$ cat src/rtl/fibonacci_main_pkg.sv
// Shared types for the Fibonacci source.
// Holds the default width and the sender state encoding.
package fibonacci_main_pkg;

  localparam int DATA_W_DEF = 8;

  typedef enum logic [1:0] {
    IDLE,
    REQ,
    RELEASE,
    DONE
  } state_t;

endpackage

$ cat src/rtl/fibonacci_main_hs4_sender.sv
// Four-phase request/acknowledge sequencer.
// Pulses taken when the consumer drops Ack after a transfer.
module hs4_sender
  import fibonacci_main_pkg::*;
(
  input  logic   clock,
  input  logic   reset,
  input  logic   go,
  input  logic   last,
  input  logic   ack,
  output logic   req,
  output logic   taken,
  output state_t state
);

  state_t state_q;
  state_t state_d;

  // State register, synchronous reset to IDLE.
  always_ff @(posedge clock) begin
    if (reset) begin
      state_q <= IDLE;
    end else begin
      state_q <= state_d;
    end
  end

  // Next state and taken pulse; Go only matters in IDLE/DONE.
  always_comb begin
    state_d = state_q;
    taken   = 1'b0;
    unique case (state_q)
      IDLE: begin
        if (go) state_d = REQ;
      end
      REQ: begin
        if (ack) state_d = RELEASE;
      end
      RELEASE: begin
        if (!ack) begin
          taken   = 1'b1;
          state_d = last ? DONE : REQ;
        end
      end
      DONE: begin
        if (!go) state_d = IDLE;
      end
      default: state_d = IDLE;
    endcase
  end

  assign req   = (state_q == REQ);
  assign state = state_q;

endmodule

$ cat src/rtl/fibonacci_main.sv
// Fibonacci source on a four-phase output channel.
// Emits F0 up to the largest term that fits in DATA_W bits.
module fibonacci_main
  import fibonacci_main_pkg::*;
#(
  parameter int DATA_W = DATA_W_DEF
) (
  input  logic              clock,
  input  logic              reset,
  output logic              io_Out_HS_Req,
  input  logic              io_Out_HS_Ack,
  output logic [DATA_W-1:0] io_Out_Data,
  input  logic              io_Go
);

  logic [DATA_W-1:0] a_q;
  logic [DATA_W-1:0] a_d;
  logic [DATA_W:0]   b_q;
  logic [DATA_W:0]   b_d;

  logic   taken;
  state_t state;

  hs4_sender u_sender (
    .clock (clock),
    .reset (reset),
    .go    (io_Go),
    .last  (b_q[DATA_W]),
    .ack   (io_Out_HS_Ack),
    .req   (io_Out_HS_Req),
    .taken (taken),
    .state (state)
  );

  // Term registers; the extra b bit flags the end of the run.
  always_ff @(posedge clock) begin
    if (reset) begin
      a_q <= '0;
      b_q <= (DATA_W+1)'(1);
    end else begin
      a_q <= a_d;
      b_q <= b_d;
    end
  end

  // Clear while idle, step only on a completed non-final transfer.
  always_comb begin
    a_d = a_q;
    b_d = b_q;
    if (state == IDLE) begin
      a_d = '0;
      b_d = (DATA_W+1)'(1);
    end else if (taken && !b_q[DATA_W]) begin
      a_d = b_q[DATA_W-1:0];
      b_d = {1'b0, a_q} + b_q;
    end
  end

  assign io_Out_Data = a_q;

endmodule

$ cat config.mk
export PLATFORM = sky130hd
export DESIGN_NAME = fibonacci_main
export DESIGN_NICKNAME = d
export VERILOG_FILES = /design/src/rtl/fibonacci_main_pkg.sv /design/src/rtl/fibonacci_main_hs4_sender.sv /design/src/rtl/fibonacci_main.sv
export SDC_FILE = /design/constraint.sdc
export NUM_CORES = 1
export LEC_CHECK = 0
export CORE_ASPECT_RATIO = 0.8
export CORE_MARGIN = 3
export CORE_UTILIZATION = 54
export DETAILED_ROUTE_END_ITERATION = 10
export PLACE_DENSITY = 0.75
export SKIP_LAST_GASP = 1
export SLEW_MARGIN = 25
export SYNTH_ARGS = -nofsm -noshare
export SYNTH_HDL_FRONTEND = slang
export SYNTH_SLANG_ARGS = --single-unit
$ cat constraint.sdc
create_clock -name clock -period 2.35 [get_ports clock]
set_input_delay 0.235 -clock clock [delete_from_list [all_inputs] [get_ports clock]]
set_output_delay 0.235 -clock clock [all_outputs]
set_load 0.05 [all_outputs]
# After elaboration in Yosys (flattened, before gate mapping)
# Cells that the tools add are included.
op_classes:
  n_addsub: 1
  mul: 0
  div: 0
  magnitude_cmp: 0
  n_eq_ne: 7
  shifts: 0
  n_mux: 8
  bitwise_logic: 0
  reduce_logical: 5
ops:
  columns: ["op", "n"]
  rows:
  - ["$mux 2", 5]
  - ["$add 8x9->9", 1]
  - ["$pmux 2 s4", 1]
  - ["$ne 2x2->1 const B", 3]
  - ["$eq 2x2->1 const B", 2]
  - ["$reduce_and 4->1", 1]
  - ["$eq 2x1->1 const B", 1]
  - ["$logic_not 2->1", 1]
  - ["$mux 1", 2]
  - ["$ne 2x1->1 const B", 1]
  - ["$reduce_or 2->1", 1]
  - ["$logic_and 1x1->1", 1]
  - ["$logic_not 1->1", 1]
word_totals:
  ff_bits: 19
  latchBits: 0
  mem_bits_rw: 0
  rom_bits: 0
  in_bits: 4
  out_inout_bits: 9
  mem_count: 0

# Depth between registers and ports, before layout
depth:
  depth_word: 3
  ltp_mapped: 6

# Cells and area by module
# A second synthesis with hierarchy kept.
unflattened:
  hier_cells: 129
  area_unflattened_um2: 1061.0
by_module_without_submodules:
  columns: ["mod", "n_inst", "cells_each", "area_each_um2"]
  rows:
  - ["fibonacci_main", 1, 116, 943.4]
  - ["hs4_sender", 1, 13, 117.6]

# Worst setup path after synthesis
# Ideal clock, no wire load.
synth_path:
  path_kind: "register to register"
  from: "reg a_q[0], in the netlist io_Out_Data[0]"
  to: "reg b_q[6]"
  arrival_time_ns: 1.903
  t_required_ns: 2.226
  path_slack_ns: 0.323
  stages_incl_launch_ff: 7
  path_buffers: 0
  cell_sequence: "dfxtp_1 ha_1 fa_1 a211o_1 o211ai_1 a2111o_1 o211ai_2"
synth_between:
  elab_chain_len: 1
synth_lines:
  columns: ["element", "line_no", "rtl"]
  rows:
  - ["from (decl)", "fibonacci_main.sv:16", "logic [DATA_W-1:0] a_q;"]
  - ["from (signal assigned)", "fibonacci_main.sv:38", "a_q <= '0;"]
  - ["from (signal assigned)", "fibonacci_main.sv:41", "a_q <= a_d;"]
  - ["$add 8x9->9", "fibonacci_main.sv:55", "b_d = {1'b0, a_q} + b_q;"]
  - ["to (signal assigned)", "fibonacci_main.sv:39", "b_q <= (DATA_W+1)'(1);"]
  - ["to (decl)", "fibonacci_main.sv:18", "logic [DATA_W:0] b_q;"]
# No other way between the ends.
# A chain may end at the register's enable or synchronous reset.

# Final worst setup path
layout_path:
  from: "reg u_sender.state_q[0], in the netlist u_sender.state[0]"
  to: "out io_Out_HS_Req"
layout_between:
  elab_chain_len: 1
layout_lines:
  columns: ["element", "line_no", "rtl"]
  rows:
  - ["from (decl)", "fibonacci_main_hs4_sender.sv:16", "state_t state_q;"]
  - ["from (signal assigned)", "fibonacci_main_hs4_sender.sv:24", "state_q <= state_d;"]
  - ["$eq 2x1->1", "fibonacci_main_hs4_sender.sv:52", "assign req = (state_q == REQ);"]
  - ["to (decl)", "fibonacci_main.sv:10", "output logic io_Out_HS_Req,"]
# No other way between the ends.

==> results.yml <==
route:
  route.detailed.drc: 0
  antenna_left: 0
  drt_iter0_markers: 30
  firstDrtPassIters: 4
  detail_route.vias_per_cell: 5.86
  routed_wl_microns: 2180
  num_vias: 955
  routedWlPerCell_microns: 13.3
die:
  fp.dieW_microns: 56.5
  core_sq_um: 1770
  initial_core_util_pct: 62.0
  dieArea_sq_um: 2620
  io_pins: 13
  die_h_microns: 46.4
  row_count: 13
critical_path:
  crit_type: "flip-flop to output port"
  crit_required_ps: 2120
  cp-end-kind: "output port"
  ff2ff_setup_slack_ps: 450
  crit-reg2reg-launch: "io_Out_Data[0]"
  cp_data_arrival_time_ps: 1800
  r2r-end: "b_q[6]"
  path_max_fanout: 9
  r2r.worst_path.cells: 6
  start_kind: "flip-flop"
finish:
  fin_nets: 155
  drive_gt1_share_pct: 8.51
  diodes: 0
  syn_to_final_growth_pct: 13.4
synth:
  synth_top_cell_area_share_pct: 34.6
  synth_edf_count: 0
  ys_seq_area_share_pct: 34.6
  syn_area_sq_um: 1100
  ys_warn_count: 0
  syn_avg_cell_area_sq_um: 8.53
  synth_top_cells_by_area: "dfxtp_1 35%, nand2_1 11%, ha_1 9.1%"
  syn_inst: 129
  synth_top_area_cell: "dfxtp_1"
  synth.net_count: 142
  yosys_register_bits: 19
  async_reset_ff_share_pct: 0
  yosys_most_used_dff: "dfxtp_1"
  synth_cell_types: 31
worst_hold_path:
  whs_path_depth: 2
  hold_path.startpoint: "b_q[4]"
  min-delay-path-class: "flip-flop to flip-flop"
  holdPathEnd: "io_Out_Data[4]"
power:
  power_density_nw_per_um2: 441
  leakagePower_nw: 0.507
  finalPower_uw: 551
  peakVddDrop_mv: 0.314
placement:
  gp_congestion: 0.821
  io_buffers: 12
  hpwlAfterDp_microns: 1680
  place_ws_ps: 320
clock_network:
  cts_buffer_depth: 2
  cts_buffers: 3
  clk_latency_ps: 300
  post_cts_buffers: 0
  cts_tree: "built"
  cts_hold_buf: 0
  cts_resized: 0
  cts-htree-levels: 1
  cts_sinks: 19
  clk_pin_slew_worst_paths_ps: 110
  cts_root_buf: "clkbuf_4"
run:
  maxCapViolCount: 0
timing:
  hold_violations: 0
  worstMarginPinSlew_ps: 923
  setup_viol: 0
  clock.fmax_ghz: 0.491
  fin_crit_sh_pct: 86.7
  period_needed_ps: 2040
  maxSlewViolCount: 0
  fin_ws_ps: 312
  worst_slew_margin_rel_pct: 38.3
  fin_tns_setup_ps: 0
  rsz0062_at_grt: "false"
  fin_worst_skew_ps: 11.1
grt:
  grt.total_usage_pct: 19.5
  grt_pass1_wl_microns: 3850
  overflow: 0
  grt_pass1_vias: 861
  antenna_found_initial: 0
  grt_max_degree: 16
status:
  outcome: "completed"
registers in the layout, summed over array words and instances, names as in the netlist:
signal,flops
b_q,9
u_sender.state,2
io_Out_Data,8
critical path: stages, from the launching register on:
cell and delay, ps:
dfxtp_1 530, nor2b_1 170, clkdlybuf4s50_1 810
layer usage:
layer	up-vias	routed length, microns	track usage, %
met5	-	0	0
met4	0	25	7.11
met3	5	103	6.44
met2	20	962	30.9
met1	440	1090	25.0
li1	490	-	-
power by group:
part	switching, mW	total [mW]	internal [mW]
logic	0.0323	0.0536	0.0212
clock network	0.0979	0.164	0.0662
registers	0.00782	0.333	0.325
per-stage QoR:
step | instances | utilization [%] | cell area, sq um | hold slack (ps)
after floorplan | 129 | - | 1100 | 308
after global placement | 159 | 68.9 | 1220 | 460
after detailed placement | 159 | 68.9 | 1220 | 467
after CTS | 163 | 70.4 | 1250 | 485
after global routing | 163 | 70.4 | 1250 | 509
final | 163 | 70.4 | 1250 | 481
synthesized netlist by cell type, types with 3 or more instances:
cell type and n:
a211o_1 5, a21o_1 3, nand3_1 3, nor2_1 9
a21oi_1 14, o21a_1 3, dfxtp_1 19, nor3_1 5
buf_2 3, nand2_1 31, o211ai_2 3, ha_1 8
worst max path at each step:
stage	slack [ps]	start	endpoint	depth (start not counted)
4_1_cts	290	u_sender.state[0]	io_Out_HS_Req	2
3_3_place_gp	350	io_Out_HS_Ack	b_q[7]	5
5_1_grt	220	u_sender.state[0]	io_Out_HS_Req	2
3_5_place_dp	320	io_Out_HS_Ack	b_q[7]	5
6_report	310	u_sender.state[0]	io_Out_HS_Req	2
2_1_floorplan	320	io_Out_Data[0]	b_q[6]	6
layout make-up:
type                            instances  area [sq um]
Timing Repair Buffer                   14           135
Clock buffer                            4          26.3
Sequential cell                        19           380
Inverter                                1          3.75
Multi-Input combinational cell        103           674
Fill cell                             143           526
Tap cell                               22          27.5
cells by family after synthesis:
group | count (synthesis) | share of synthesized area, %
AOI/OAI and AO/OA | 38 | 25.3
xor gates and xnor gates | 2 | 1.59
adders and majority gates | 9 | 10.9
buffers and inverters | 7 | 4.09
DFF | 19 | 34.6
and+or+nand+nor | 54 | 23.5
placed cells by master (no fill, tap or decap), drive strengths merged, types with 2 or more instances in the layout:
cell	count
nand3	3
a211o	5
nor2	10
a21o	3
o21a	3
buf	2
clkdlybuf4s50	12
o211ai	5
clkbuf	4
ha	8
a211oi	2
a21oi	14
nand2	31
nor3	6
dfxtp	19
a2111o	2
(Power assumes the default switching activity.)
